==> src/rtl/minhash_sketch_ctrl.sv <==
// Sequencer for one bottom-k MinHash sketch per sequence: clears the sorter, loads
// indexed signatures, waits for the sorter to settle, then streams retained indices.
module minhash_sketch_ctrl #(
    parameter int SIGNATURE_WIDTH = 32,
    parameter int INDEX_WIDTH     = 10,
    parameter int NUM_COMPARATORS = 8,
    parameter int LOG_COMPARATORS = 3,
    parameter int SORTER_LATENCY  = 2
) (
    input  logic                                   clk,
    input  logic                                   reset,
    input  logic                                   start,
    output logic                                   busy,
    output logic                                   done,
    output logic                                   overflow,
    input  logic                                   in_valid,
    output logic                                   in_ready,
    input  logic [SIGNATURE_WIDTH-1:0]             in_signature,
    input  logic                                   in_last,
    output logic                                   out_valid,
    input  logic                                   out_ready,
    output logic [INDEX_WIDTH-1:0]                 out_index,
    output logic                                   out_last,
    output logic                                   sorter_clear,
    output logic                                   sorter_load,
    output logic [SIGNATURE_WIDTH-1:0]             sorter_signature,
    output logic [INDEX_WIDTH-1:0]                 sorter_index,
    input  logic [NUM_COMPARATORS*INDEX_WIDTH-1:0] sorter_indices
);

    typedef enum logic [2:0] {IDLE, CLEAR, LOAD, DRAIN, OUTPUT} state_t;

    localparam int COUNT_WIDTH = LOG_COMPARATORS + 1;
    localparam int DRAIN_WIDTH = $clog2(SORTER_LATENCY + 2);
    localparam logic [INDEX_WIDTH:0] ITEMS_FULL = {1'b1, {INDEX_WIDTH{1'b0}}};
    localparam logic [INDEX_WIDTH:0] NC_ITEMS   = (INDEX_WIDTH + 1)'(NUM_COMPARATORS);

    state_t                   state;
    logic [INDEX_WIDTH-1:0]   idx;
    logic [INDEX_WIDTH:0]     items;
    logic [DRAIN_WIDTH-1:0]   drain_count;
    logic [INDEX_WIDTH-1:0]   snapshot [NUM_COMPARATORS];
    logic [COUNT_WIDTH-1:0]   count;
    logic [COUNT_WIDTH-1:0]   ptr;

    logic                     in_fire;
    logic                     out_fire;
    logic [COUNT_WIDTH-1:0]   ptr_next;
    logic [COUNT_WIDTH-1:0]   snap_count;

    assign in_fire    = in_valid & in_ready;
    assign out_fire   = out_valid & out_ready;
    assign ptr_next   = ptr + COUNT_WIDTH'(1);
    assign snap_count = (items >= NC_ITEMS) ? COUNT_WIDTH'(NUM_COMPARATORS) : COUNT_WIDTH'(items);

    // Once the index space is used up, beats are still accepted so the upstream
    // never stalls, but they are dropped and flagged through overflow.
    always_ff @(posedge clk or posedge reset) begin
        if (reset) begin
            state            <= IDLE;
            busy             <= 1'b0;
            done             <= 1'b0;
            overflow         <= 1'b0;
            in_ready         <= 1'b0;
            out_valid        <= 1'b0;
            out_index        <= '0;
            out_last         <= 1'b0;
            sorter_clear     <= 1'b0;
            sorter_load      <= 1'b0;
            sorter_signature <= '0;
            sorter_index     <= '0;
            idx              <= '0;
            items            <= '0;
            drain_count      <= '0;
            count            <= '0;
            ptr              <= '0;
            for (int k = 0; k < NUM_COMPARATORS; k++) snapshot[k] <= '0;
        end else begin
            sorter_clear     <= 1'b0;
            sorter_load      <= 1'b0;
            sorter_signature <= '0;
            sorter_index     <= '0;
            done             <= 1'b0;
            case (state)
                IDLE: begin
                    if (start) begin
                        overflow     <= 1'b0;
                        idx          <= '0;
                        items        <= '0;
                        sorter_clear <= 1'b1;
                        busy         <= 1'b1;
                        state        <= CLEAR;
                    end
                end
                CLEAR: begin
                    in_ready <= 1'b1;
                    state    <= LOAD;
                end
                LOAD: begin
                    if (in_fire) begin
                        if (items == ITEMS_FULL) begin
                            overflow <= 1'b1;
                        end else begin
                            sorter_load      <= 1'b1;
                            sorter_signature <= in_signature;
                            sorter_index     <= idx;
                            items            <= items + (INDEX_WIDTH + 1)'(1);
                            if (idx != '1) idx <= idx + INDEX_WIDTH'(1);
                        end
                        if (in_last) begin
                            in_ready    <= 1'b0;
                            drain_count <= DRAIN_WIDTH'(SORTER_LATENCY);
                            state       <= DRAIN;
                        end
                    end
                end
                DRAIN: begin
                    if (drain_count != '0) begin
                        drain_count <= drain_count - DRAIN_WIDTH'(1);
                    end else begin
                        for (int k = 0; k < NUM_COMPARATORS; k++)
                            snapshot[k] <= sorter_indices[k*INDEX_WIDTH +: INDEX_WIDTH];
                        count <= snap_count;
                        ptr   <= '0;
                        if (snap_count == '0) begin
                            busy  <= 1'b0;
                            done  <= 1'b1;
                            state <= IDLE;
                        end else begin
                            out_valid <= 1'b1;
                            out_index <= sorter_indices[0 +: INDEX_WIDTH];
                            out_last  <= (snap_count == COUNT_WIDTH'(1));
                            state     <= OUTPUT;
                        end
                    end
                end
                OUTPUT: begin
                    if (out_fire) begin
                        if (out_last) begin
                            out_valid <= 1'b0;
                            out_index <= '0;
                            out_last  <= 1'b0;
                            busy      <= 1'b0;
                            done      <= 1'b1;
                            state     <= IDLE;
                        end else begin
                            ptr       <= ptr_next;
                            out_index <= snapshot[ptr_next[LOG_COMPARATORS-1:0]];
                            out_last  <= (ptr_next == count - COUNT_WIDTH'(1));
                        end
                    end
                end
                default: state <= IDLE;
            endcase
        end
    end

endmodule

==> config.mk <==
export PLATFORM = sky130hd
export DESIGN_NAME = minhash_sketch_ctrl
export DESIGN_NICKNAME = d
export VERILOG_FILES = /design/src/rtl/minhash_sketch_ctrl.sv
export SDC_FILE = /design/constraint.sdc
export NUM_CORES = 1
export LEC_CHECK = 0
export ABC_CLOCK_PERIOD_IN_PS = 9300
export CORE_ASPECT_RATIO = 1.5
export CORE_MARGIN = 8
export CORE_UTILIZATION = 40
export CTS_CLUSTER_DIAMETER = 40
export DETAILED_ROUTE_END_ITERATION = 12
export PLACE_DENSITY = 0.66
export SYNTH_ARGS = -nofsm -noshare
export SYNTH_HDL_FRONTEND = slang
export SYNTH_SLANG_ARGS = --single-unit
export TNS_END_PERCENT = 1
==> constraint.sdc <==
create_clock -name clk -period 9.3 [get_ports clk]
set_input_delay 2.325 -clock clk [delete_from_list [all_inputs] [get_ports clk]]
set_output_delay 2.325 -clock clk [all_outputs]
set_load 0.02 [all_outputs]
==> metrics.csv, run 1 <==
metric,value,unit
status,completed,
yosys.area_share.simple,24.0,%
start_kind,input pin,
cts_setup_buffers,0,
power_density,276,nW/um2
synth_fp_nets,930,
numCtsBuffers,17,
cp-endpoint,idx[5],
crit_path_end_kind,flip-flop,
antenna_left,0,
period_share,45.5,%
num_antenna_cells,0,
ir_worst_vdd,0.130,mV
hpwl,14.5,mm
final-setup-viol-count,0,
ios,178,
async_flop_share,100,%
start_util,40.5,%
rows,62,
holdCritPathClass,flip-flop to flip-flop,
yosys-top-cells-count,"nand2_1 (284), dfrtp_1 (174), and3_1 (49)",
path_max_fanout,19,
die_y,186,um
fin_cells,1230,
fin_ws,5060,ps
antenna_found_initial,0,
root_buffer,clkbuf_16,
post-route-min-period,4240,ps
yosysTopAreaCellShare,56.3,%
crit_start,in_valid,
clock_latency,430,ps
avgSynthCellArea,9.59,um2
synth_top_family_by_area,simple AND/OR/NAND/NOR gates,
synth_most_common_cell,nand2_1,
grt_pass1_vias,6385,
dp.cells,1198,
globalplace.congestion,0.782,
cts_resized,0,
seqCellArea,4350,um2
placed_area,9710,um2
rsz0062_at_grt,no,
vias,6148,
wl_per_cell,16.6,um
drt-total-wl,20.4,mm
drive_gt1_share,7.19,%
multi_input_area,3140,um2
die_area,24100,um2
synth.area.mux_share,5.91,%
drc,0,
holdBufCountCts,0,
r2r_slack,6280,ps
nFillCells,1759,
synth_cell_types,46,
drv_slew,0,
synthCells,806,
fmax,236,MHz
cp.required,9640,ps
hold_slack,471,ps
synth-edff-count,0,
skew,8.83,ps
dp_slack,4640,ps
core_area,19100,um2
viasPerCell,5.00,
grt_overflow,0,
power.total,2.85,mW
cts.htree.levels,4,
synth_area_leaders,"dfrtp_1 (56%), nand2_1 (14%), and3_1 (4.0%), mux2_2 (3.1%), mux2i_1 (2.8%)",
clock-sinks,174,
hold_viol,0,
tns,0,ps
power_leakage,4.78,nW
clkTransAtPathRegs,70,ps
slew_headroom,46.2,%
clock_path_buffers,2,
yosysTopAreaCell,dfrtp_1,
dr.pass1.iters,4,
synth_fa_ha_area_share,0.971,%
grt_usage,17.3,%
finish.instance_area,10300,um2
rr_endpoint,out_index[1],
first_iter_violations,430,
cts_tree,done,
path_class,input pin to flip-flop,
ys.flop_type,dfrtp_1,
r2r_cells,6,
cap_viol_max_count,0,
ys_seq_area_share,56.3,%
nets,1085,
synth_xor_area_share,1.93,%
ys_seq_elements,174,
fin_util,54.0,%
worstMarginPinSlew,804,ps
r2r_start,ptr[0],
synth-compound-area-share,7.69,%
arrival,4580,ps
numPortBuffers,177,
die_w,130,um
area_delta_synth_final,33.4,%
grt_max_degree,65,
ys_warn_count,0,
synth_area,7730,um2
grt_pass1_wl,32.6,mm
[routing by layer]
layer	global-route usage [%]	share of wire, %	up-vias
met1	20.6	42	2916
met5	0	0	-
li1	-	-	3036
met3	3.71	5.0	27
met2	29.5	50	169
met4	7.98	3.1	0
[kinds of logic after synthesis]
| group | Yosys count |
|---|---|
| mux | 43 |
| flops | 174 |
| xor+xnor | 17 |
| fa+ha+maj | 6 |
| buf+inv | 62 |
| compound gates | 88 |
| simple gates | 416 |
[cells in the final DEF, fill, tap and decap left out, types with 3 or more instances in the layout]
cell and instances:
buf_4 9, xnor2_1 16, mux2i_1 22, nand4_1 6, inv_8 4, o22a_1 10, nand3_1 11, and3_1 49
clkdlybuf4s50_1 177, nor3_1 8, a21oi_1 14, clkbuf_16 17, nand2b_1 7, o21ai_0 24, inv_1 9, nor4_1 8
nor2_1 19, a32oi_1 10, ha_1 5, dfrtp_1 174, o31ai_1 7, inv_6 4, clkinv_4 3, a31oi_1 10
or4_1 6, mux2_2 21, clkinvlp_4 3, a22o_1 3, nand2_1 283
[where the power goes]
| group | switching (mW) | internal (mW) |
|---|---|---|
| sequential | 0.184 | 1.03 |
| combinational | 0.503 | 0.407 |
| clock | 0.324 | 0.407 |
| total | 1.01 | 1.84 |
[final cells by class]
cell class	count	area share, %
Sequential cell	174	42.2
Multi-Input combinational cell	570	30.5
Timing Repair Buffer	186	17.8
Clock buffer	17	4.12
Tap cell	256	3.11
Clock inverter	15	1.75
Inverter	12	0.485
[registers in the layout, indices dropped and copies added, names as in the netlist]
name,count
busy,1
count,4
done,1
drain_count,2
idx,10
in_ready,1
items,11
out_index,10
out_last,1
out_valid,1
overflow,1
ptr,4
snapshot,80
sorter_clear,1
sorter_index,10
sorter_load,1
sorter_signature,32
state,3
[critical path, cell delays in order]
cell             delay (ps)
clkdlybuf4s50_1         530
nand3_1                 100
a211o_1                 420
or2_1                   470
or4_1                   580
a21oi_1                 150
[worst min-delay path by stage]
stage,from,to,slack [ps],cells past startpoint
2_1_floorplan,snapshot[10],snapshot[10],440,2
3_3_place_gp,snapshot[32],snapshot[32],450,2
3_5_place_dp,snapshot[43],snapshot[43],460,2
4_1_cts,snapshot[44],snapshot[44],470,2
5_1_grt,snapshot[44],snapshot[44],490,2
6_report,snapshot[39],snapshot[39],470,2
(Power assumes the default switching activity.)
==> run 2: changes to the inputs <==
- ABC_CLOCK_PERIOD_IN_PS: 9300 -> 3700
- PLACE_DENSITY: 0.66 -> 0.69
- clock period: 9.3 -> 3.7 ns (I/O delays scaled with it)
==> run 2 against run 1 <==
Net effect:
- global-route usage increased by 0.49 points
- cell area rose by 0.50%
- utilization is 0.27 points higher
- critical path depth did not move
- clock power rose by 150%
- clock skew is 3.1 ps higher
- largest power group unchanged
==> metrics.csv, run 2 (synthesis results as in run 1) <==
metric,value,unit
status,completed,
rsz0062_at_grt,no,
grt_pass1_wl,33.3,mm
arrival,3170,ps
path_max_fanout,19,
clock-sinks,174,
cp.required,4040,ps
finish.instance_area,10400,um2
path_buf_inv,1,
skew,11.9,ps
rr_endpoint,out_index[0],
holdCritPathClass,flip-flop to flip-flop,
max_stage_delay,580,ps
drc,0,
grt_pass1_vias,6451,
hold_viol,0,
power_leakage,4.80,nW
tns,0,ps
r2r_slack,990,ps
root_buffer,clkbuf_16,
holdPathStages,2,
r2r_cells,6,
die_area,24100,um2
final-setup-viol-count,0,
nets,1086,
cts.htree.levels,4,
hold_slack,472,ps
cts_resized,0,
globalplace.congestion,0.768,
grt_max_degree,106,
nFillCells,1771,
start_kind,input pin,
viasPerCell,5.10,
final_common_cell,nand2_1,
hold-path-endpoint,snapshot[45],
numCtsBuffers,17,
core_area,19100,um2
die_y,186,um
worstMarginPinSlew,718,ps
dr.pass1.iters,4,
drive_gt1_share,7.19,%
path_class,input pin to flip-flop,
largest_reg_flops,80,
ir_worst_vdd,0.291,mV
period_share,76.6,%
top_register,snapshot,
holdBufCountCts,0,
area_delta_synth_final,34.1,%
slew_headroom,51.7,%
grt_overflow,0,
rows,62,
first_iter_violations,488,
vias,6272,
antenna_left,0,
fmax,353,MHz
power_density,692,nW/um2
antenna_found_initial,0,
die_w,130,um
largestRegisters,"snapshot (80), sorter_signature (32), items (11)",
wl_per_cell,16.9,um
crit_path_end_kind,flip-flop,
final_cell_mix,"nand2_1 (283), clkdlybuf4s50_1 (177), dfrtp_1 (174)",
numPortBuffers,177,
clock_latency,430,ps
drt-total-wl,20.8,mm
cts_tree,done,
worstPathCellList,"clkdlybuf4s50_1, nand3_1, a211o_1, or2_1, or4_1, a21oi_1",
grt_usage,17.8,%
ios,178,
cap_viol_max_count,0,
cts_setup_buffers,0,
clock_path_buffers,2,
post-route-min-period,2830,ps
critPathTopFamily,simple AND/OR/NAND/NOR gates,
hpwl,14.7,mm
power.total,7.17,mW
placed_area,9760,um2
cp_slowest_cell,or4_1,
clkTransAtPathRegs,70,ps
drv_slew,0,
min-delay-start,snapshot[45],
r2r_start,ptr[0],
start_util,40.5,%
-- run 2: cell count changes in the layout (fill, tap and decap cells not counted) --
cell | previous run | this run
clkinv_4 | 3 | 2
clkbuf_8 | 0 | 3
clkinv_2 | 0 | 1
inv_8 | 4 | 0
inv_6 | 4 | 3
buf_4 | 9 | 6
clkinvlp_4 | 3 | 4
buf_12 | 0 | 4
diode_2 | 0 | 1
-- run 2: how the worst max path moves through the flow --
stage | startpoint | end | slack (ps) | cells after the start
floorplan | reset | busy | 550 | 1
global placement | in_valid | idx[7] | 490 | 6
detailed placement | in_valid | idx[7] | 440 | 6
CTS | in_valid | idx[7] | 880 | 6
global route | in_valid | idx[7] | 720 | 6
finish | in_valid | idx[7] | 870 | 6
-- run 2: worst min-delay path, cell delays in order, from the launching register on --
cell,delay [ps]
dfrtp_1,340
nand2_1,50
nand2_1,50
-- run 2: routing by layer --
metal / part of all wire [%] / vias to the layer above / track usage, %
met2: 52 / 176 / 30.8
met1: 41 / 3036 / 20.7
met3: 4.1 / 25 / 3.37
met5: 0 / - / 0
li1: - / 3035 / -
met4: 2.9 / 0 / 9.24
-- run 2: cell type report --
cell class / instances / area (um2) / area share (%)
Sequential cell: 174 / 4350 / 42.0
Multi-Input combinational cell: 570 / 3140 / 30.3
Timing Repair Buffer: 187 / 1900 / 18.3
Clock buffer: 20 / 467 / 4.50
Tap cell: 256 / 320 / 3.09
Clock inverter: 11 / 131 / 1.27
Inverter: 12 / 48.8 / 0.471
Antenna cell: 1 / 2.50 / 0.0241
-- run 2: per-stage QoR --
step	instances	utilization, %	setup WS [ps]
5_1_grt	1230	54.3	724
3_3_place_gp	1199	51.2	487
3_5_place_dp	1199	51.2	437
2_1_floorplan	806	-	550
6_report	1231	54.3	865
4_1_cts	1230	54.3	880
-- run 2: power by group --
group,switching (mW),total (mW),internal [mW]
Clock,0.760,1.81,1.05
Sequential,0.463,3.04,2.58
Combinational,1.28,2.31,1.03
